File: config.mk
export PLATFORM = sky130hd
export DESIGN_NAME = usb_eps_arb
export DESIGN_NICKNAME = d
export VERILOG_FILES = /design/src/rtl/usb_eps_arb.sv
export SDC_FILE = /design/constraint.sdc
export NUM_CORES = 1
export LEC_CHECK = 0
export BUFFER_PORTS_ARGS = -buffer_cell sky130_fd_sc_hd__buf_4
export CORE_MARGIN = 5
export CORE_UTILIZATION = 50
export DETAILED_ROUTE_END_ITERATION = 8
export GPL_ROUTABILITY_DRIVEN = 0
export PLACE_DENSITY_LB_ADDON = 0.08
export RECOVER_POWER = 100
export SYNTH_ARGS = -nofsm -noshare
export SYNTH_HDL_FRONTEND = slang
export SYNTH_SLANG_ARGS = --single-unit
export TNS_END_PERCENT = 100
File: constraint.sdc
create_clock -name clk -period 2.2 [get_ports clk]
set_input_delay 0.22 -clock clk [delete_from_list [all_inputs] [get_ports clk]]
set_output_delay 0.22 -clock clk [all_outputs]
set_load 0.02 [all_outputs]
File: src/rtl/usb_eps_arb.sv
// Single-port EP status RAM arbiter: transaction engine > bus > clear sweep, one access per cycle.
// Command registered (op+1), read data registered once (op+3); bus waits for bus_ack, sweep stalls on lost slots.
module usb_eps_arb #(
  parameter int AW = 8,
  parameter int DW = 16
) (
  input  logic          clk,
  input  logic          rst_n,
  input  logic          eps_read_0,
  input  logic          eps_zero_0,
  input  logic          eps_write_0,
  input  logic [AW-1:0] eps_addr_0,
  input  logic [DW-1:0] eps_wrdata_0,
  output logic [DW-1:0] eps_rddata_3,
  input  logic          bus_req,
  input  logic          bus_we,
  input  logic [AW-1:0] bus_addr,
  input  logic [DW-1:0] bus_wdata,
  output logic          bus_ack,
  output logic          bus_rvalid,
  output logic [DW-1:0] bus_rdata,
  input  logic          clr_start,
  output logic          clr_busy,
  output logic [AW-1:0] ram_addr,
  output logic [DW-1:0] ram_wdata,
  output logic          ram_re,
  output logic          ram_we,
  input  logic [DW-1:0] ram_rdata
);

  typedef enum logic [1:0] {TAG_NONE, TAG_TRANS, TAG_BUS} tag_e;
  typedef enum logic {CLR_IDLE, CLR_RUN} clr_state_e;

  typedef struct packed {
    logic          re;
    logic          we;
    logic [AW-1:0] addr;
    logic [DW-1:0] wdata;
  } ram_cmd_t;

  ram_cmd_t   cmd_d, cmd_q;
  tag_e       tag0_d, tag0_q, tag1_q, tag2_q;
  clr_state_e clr_state_d, clr_state_q;
  logic [AW-1:0] clr_cnt_d, clr_cnt_q;
  logic [DW-1:0] eps_rddata_d, eps_rddata_q;
  logic [DW-1:0] bus_rdata_d, bus_rdata_q;
  logic       ack_prev_d, ack_prev_q;
  logic       trans_op, trans_wr, clr_grant;

  assign trans_op = eps_read_0 | eps_zero_0 | eps_write_0;
  assign trans_wr = eps_zero_0 | eps_write_0;

  // The cycle after a grant the requester may still show bus_req; it is not a new request.
  assign bus_ack    = rst_n & bus_req & ~trans_op & ~ack_prev_q;
  assign ack_prev_d = bus_ack;
  assign clr_grant  = (clr_state_q == CLR_RUN) & ~trans_op & ~bus_ack;

  always_comb begin
    cmd_d       = '0;
    tag0_d      = TAG_NONE;
    clr_state_d = clr_state_q;
    clr_cnt_d   = clr_cnt_q;

    if (trans_op) begin
      cmd_d.we    = trans_wr;
      cmd_d.re    = ~trans_wr;
      cmd_d.addr  = eps_addr_0;
      cmd_d.wdata = eps_zero_0 ? '0 : eps_wrdata_0;
      tag0_d      = trans_wr ? TAG_NONE : TAG_TRANS;
    end else if (bus_ack) begin
      cmd_d.we    = bus_we;
      cmd_d.re    = ~bus_we;
      cmd_d.addr  = bus_addr;
      cmd_d.wdata = bus_wdata;
      tag0_d      = bus_we ? TAG_NONE : TAG_BUS;
    end else if (clr_grant) begin
      cmd_d.we    = 1'b1;
      cmd_d.addr  = clr_cnt_q;
    end

    case (clr_state_q)
      CLR_IDLE: begin
        if (clr_start) begin
          clr_state_d = CLR_RUN;
          clr_cnt_d   = '0;
        end
      end
      CLR_RUN: begin
        if (clr_grant) begin
          clr_cnt_d = clr_cnt_q + AW'(1);
          // Single pass: stop after the top address instead of wrapping.
          if (clr_cnt_q == {AW{1'b1}}) clr_state_d = CLR_IDLE;
        end
      end
      default: clr_state_d = CLR_IDLE;
    endcase

    eps_rddata_d = (tag1_q == TAG_TRANS) ? ram_rdata : eps_rddata_q;
    bus_rdata_d  = (tag1_q == TAG_BUS)   ? ram_rdata : bus_rdata_q;
  end

  always_ff @(posedge clk or negedge rst_n) begin
    if (!rst_n) begin
      cmd_q        <= '0;
      tag0_q       <= TAG_NONE;
      tag1_q       <= TAG_NONE;
      tag2_q       <= TAG_NONE;
      clr_state_q  <= CLR_IDLE;
      clr_cnt_q    <= '0;
      eps_rddata_q <= '0;
      bus_rdata_q  <= '0;
      ack_prev_q   <= 1'b0;
    end else begin
      cmd_q        <= cmd_d;
      tag0_q       <= tag0_d;
      tag1_q       <= tag0_q;
      tag2_q       <= tag1_q;
      clr_state_q  <= clr_state_d;
      clr_cnt_q    <= clr_cnt_d;
      eps_rddata_q <= eps_rddata_d;
      bus_rdata_q  <= bus_rdata_d;
      ack_prev_q   <= ack_prev_d;
    end
  end

  assign ram_re       = cmd_q.re;
  assign ram_we       = cmd_q.we;
  assign ram_addr     = cmd_q.addr;
  assign ram_wdata    = cmd_q.wdata;
  assign eps_rddata_3 = eps_rddata_q;
  assign bus_rdata    = bus_rdata_q;
  assign bus_rvalid   = (tag2_q == TAG_BUS);
  assign clr_busy     = (clr_state_q == CLR_RUN);

endmodule

==> qor_table.md <==
| Step | Result | This run |
| --- | --- | --- |
| floorplan | Placement Rows | 28 |
| power | Fraction of power consumed by the clock network | 0.312 |
| final layout | Final net count | 434 |
| routing | Vias post-DR | 2273 |
| global route | Wire length of the first global-routing pass | 11.67 mm |
| power | Total power divided by cell area | 898.3 nW/um^2 |
| yosys | Mapped Cells | 222 |
| yosys | Top FF cell, synth | sky130_fd_sc_hd__dfrtp_1 |
| power | Largest voltage drop on the vdd net | 0.5594 mV |
| floorplan | Die span in y | 86.98 microns |
| global route | Met3 Resource Use GR | 0.05771 |
| worst setup path | Signal arrival time at the worst endpoint | 1730 ps |
| final layout | Growth of design area from synthesis to finish | 34.67% |
| clock network | CTS tree | built |
| global route | Met1 usage | 0.2513 |
| timing | Final Cycle Share | 0.8867 |
| timing | Final hold violation count | 0 |
| clock network | Clk slew on worst S/H paths | 70 ps |
| routing | Starting DRT DRC Count | 43 |
| final layout | Multi-input gate area in the final layout | 1021 sq um |
| timing | Final slew viol count | 0 |
| final layout | Total of fill cells in the finished design | 511 |
| global route | Antenna violations before repair | 0 |
| worst setup path | Class of the most critical setup path | primary input to primary output |
| yosys | Share of the yosys chip area belonging to registers | 0.6250 |
| job | Number of max-cap violations | 0 |
| worst setup path | Crit-path max FO | 11 |
| worst setup path | Worst Setup End Kind | primary output |
| clock network | Source-to-sink clock delay at the later pin of the worst-skew pair | 330 ps |
| power | NetSw | 1074 uW |
| yosys | Async S/R FF share, synth | 1.000 |
| global route | Met2 track utilization from global routing | 0.3347 |
| global route | Global-route congestion overflow total | 0 |
| timing | Rel. slew slack | 0.3312 |
| yosys | Synth Area per Inst | 13.35 sq um |
| final layout | Fraction of layout cells with a size suffix above 1 | 0.3388 |
| clock network | Inserted Clock Buffers | 9 |
| global route | Maximum number of pins on one net before global-route repair | 67 |
| yosys | Synth Net Count | 295 |
| floorplan | Ports placed on the boundary | 133 |
| clock network | Number of sinks handled by clock tree synthesis | 74 |
| timing | Unrepaired setup endpoints after global routing | false |
| timing | Period minus WS final | 1951 ps |
| worst setup path | Stage delay of the slowest cell on the critical path | 550 ps |
| yosys | Post-synth cell types | 38 |
| status | Outcome | completed |
| worst setup path | R2R depth | 3 |
| clock network | Cells resized by post-CTS repair | 0 |
| final layout | Antenna diode instance count | 0 |
| yosys | Number of warning messages in the yosys log | 0 |
| power | Switching share of power | 0.2998 |
| routing | Sum of routed wire length over all layers | 7.367 mm |
| clock network | CTS H-tree depth | 3 |
| timing | Layout Skew | 8.693 ps |
| power | Power share of the sequential group | 0.470 |
| routing | Routed WL per cell | 16.71 microns |
| power | Combinational share of power | 0.218 |
| worst setup path | Crit path max-delay cell type | sky130_fd_sc_hd__dlygate4sd3_1 |
| floorplan | Initial standard-cell utilization of the core | 0.5064 |
| timing | Final setup violation count | 0 |
| global route | Number of global-route vias before repair | 2361 |
| worst setup path | Required arrival time at the worst endpoint | 1980 ps |
| final layout | Storage element area | 1852 sq um |
| yosys | Number of enable-type register cells in the synthesized netlist | 0 |
| yosys | Proportion of netlist area held by the largest area contributor | 0.6250 |
| floorplan | Total core area | 5851 sq um |
| timing | Total Neg Setup Slack | 0 ps |
| floorplan | Die span in x | 86.98 microns |
| worst setup path | Crit path launch type | primary input |
| global route | Overall routing resource usage | 0.2034 |
| min path | Worst min-delay path category | primary input to register |
| yosys | Flip-flop and latch count after synthesis | 74 |
| place | Port bufs | 132 |
| clock network | Maximum buffer depth of the clock tree | 2 |
| clock network | Clock Tree Root | sky130_fd_sc_hd__clkbuf_8 |
| min path | Worst hold path stage count | 2 |
| timing | Measured slew at the worst slew-check pin | 999.4 ps |
| yosys | Cell type with the largest total area after synthesis | sky130_fd_sc_hd__dfrtp_1 |
| routing | Post-DRT Antenna Nets | 0 |
| routing | Count of unresolved DRC violations after routing | 0 |
| routing | Iteration count of the initial detailed-routing pass | 4 |
| timing | WHS | 79.36 ps |
| power | Cell-internal power | 2510 uW |
| place | Final HPWL DP | 5.668 mm |
| global route | Most used routing layer in global routing | met2 |
| routing | Vias per cell | 5.154 |
| yosys | Main area contributors after synthesis | sky130_fd_sc_hd__dfrtp_1 (63%), sky130_fd_sc_hd__mux2_2 (12%), sky130_fd_sc_hd__a22o_1 (4.7%), sky130_fd_sc_hd__nor2_1 (1.9%), sky130_fd_sc_hd__nand3_1 (1.7%) |
| yosys | Post-Synthesis Cell Area | 2963 sq um |
| timing | Peak clock frequency supported by timing | 512.6 MHz |
| floorplan | Die area | 7566 sq um |
| worst setup path | Cell-by-cell trace of the critical path | dlygate4sd3_1 -> buf_4 -> nand3b_1 -> nor2_4 -> clkbuf_1 |
| power | Cell leakage power | 0.001836 uW |
logic make-up (layout without fill, tap and decap cells):
group,after synthesis,count (layout),synth area share
AO/OA/AOI/OAI,33,33,0.08446
XOR/XNOR,4,4,0.01183
adder cells (fa/ha/maj),1,1,0.004222
buffers and inverters,12,156,0.02027
flip-flops,74,74,0.6250
multiplexers,36,36,0.1351
AND/OR/NAND/NOR,62,62,0.1191
power by group through the flow:
stage	combinational, uW	sequential [uW]	clock, uW
floorplan	291	1880	0
global placement	908	1700	0
detailed placement	925	1710	0
CTS	929	1690	1140
global route	851	1710	1200
finish	780	1680	1120
flip-flops by register name, indices dropped and copies added (netlist names), 2 cells and up:
register and count:
tag0_q 2, tag1_q 2, eps_rddata_3 16, tag2_q 2, clr_cnt_q 8, bus_rdata 16, ram_wdata 16, ram_addr 8
placed cells by master, fill, tap and decap left out, types with 2 or more instances in the layout:
| master | n |
|---|---|
| sky130_fd_sc_hd__nand2_1 | 14 |
| sky130_fd_sc_hd__a21oi_1 | 3 |
| sky130_fd_sc_hd__a31oi_1 | 7 |
| sky130_fd_sc_hd__mux2i_1 | 4 |
| sky130_fd_sc_hd__nand3_1 | 10 |
| sky130_fd_sc_hd__nand4_1 | 2 |
| sky130_fd_sc_hd__dfrtp_1 | 74 |
| sky130_fd_sc_hd__buf_4 | 74 |
| sky130_fd_sc_hd__nor4_1 | 4 |
| sky130_fd_sc_hd__clkinv_2 | 2 |
| sky130_fd_sc_hd__nor3b_1 | 2 |
| sky130_fd_sc_hd__nand2b_1 | 4 |
| sky130_fd_sc_hd__o21ai_0 | 2 |
| sky130_fd_sc_hd__xnor2_1 | 3 |
| sky130_fd_sc_hd__nor2b_1 | 2 |
| sky130_fd_sc_hd__nor2_1 | 15 |
| sky130_fd_sc_hd__clkbuf_1 | 66 |
| sky130_fd_sc_hd__a22o_1 | 16 |
| sky130_fd_sc_hd__bufinv_16 | 2 |
| sky130_fd_sc_hd__clkbuf_8 | 9 |
| sky130_fd_sc_hd__a21o_1 | 2 |
| sky130_fd_sc_hd__mux2_2 | 32 |
layout make-up:
type | count | share of cell area
well taps | 75 | 0.02352
clock inverters | 5 | 0.01976
clock buffers | 11 | 0.03293
repair buffers | 140 | 0.2038
flip-flops and latches | 74 | 0.4641
multi-input cells | 136 | 0.2559
timing repair:
item,4_1_cts,5_1_grt
hold buffers,1,0
hold endpoints to repair,8,0
setup endpoints to repair,0,1
setup buffers,0,1
layer usage:
layer  up-vias  routed length (microns)
li1       1076                        -
met1      1104                     2854
met4         0                      123
met2        83                     3807
met5         -                        0
met3        10                      582
synthesized netlist by cell type, types with 2 or more instances:
master,instances
sky130_fd_sc_hd__nor4_2,3
sky130_fd_sc_hd__clkbuf_1,6
sky130_fd_sc_hd__a21o_1,2
sky130_fd_sc_hd__xnor2_1,3
sky130_fd_sc_hd__a22o_1,16
sky130_fd_sc_hd__nor2b_1,2
sky130_fd_sc_hd__a31oi_1,7
sky130_fd_sc_hd__mux2i_1,4
sky130_fd_sc_hd__nand2_1,13
sky130_fd_sc_hd__buf_2,3
sky130_fd_sc_hd__mux2_2,32
sky130_fd_sc_hd__dfrtp_1,74
sky130_fd_sc_hd__nor2_1,15
sky130_fd_sc_hd__nand3_1,10
sky130_fd_sc_hd__o21ai_0,2
sky130_fd_sc_hd__nand2b_1,4
sky130_fd_sc_hd__a21oi_1,3
sky130_fd_sc_hd__nor3b_1,2
sky130_fd_sc_hd__nand4_1,2
through the flow:
| step | setup WS [ps] | area (sq um) | power, uW | instances | utilization |
|---|---|---|---|---|---|
| after floorplan | 803.9 | 2963 | 2168 | 222 | - |
| after global placement | 624.9 | 4033 | 2611 | 423 | 0.6893 |
| after detailed placement | 564.9 | 4033 | 2639 | 423 | 0.6893 |
| after CTS | 35.99 | 4253 | 3755 | 440 | 0.7269 |
| after global routing | 138.2 | 3990 | 3768 | 441 | 0.6820 |
| final | 249.3 | 3990 | 3584 | 441 | 0.6820 |
critical path, delay by kind of cell:
family | cells | cell delay (ps)
buf+inv | 3 | 1020
simple gates | 2 | 490
path summary, 6_finish.rpt:
kind / start / end / slack (ps)
worst max-delay path: rst_n / bus_ack / 250
worst min-delay path: bus_we / tag0_q[1]$_DFF_PN0_ / 80
worst max register to register: tag1_q[1]$_DFF_PN0_ / bus_rdata[14]$_DFFE_PN0N_ / 500
worst min register to register: tag0_q[1]$_DFF_PN0_ / tag1_q[1]$_DFF_PN0_ / 350
max in group asynchronous: rst_n / ram_addr[2]$_DFF_PN0_ / 810
min in group asynchronous: rst_n / ram_wdata[1]$_DFF_PN0_ / 280
(Power assumes the default switching activity.)
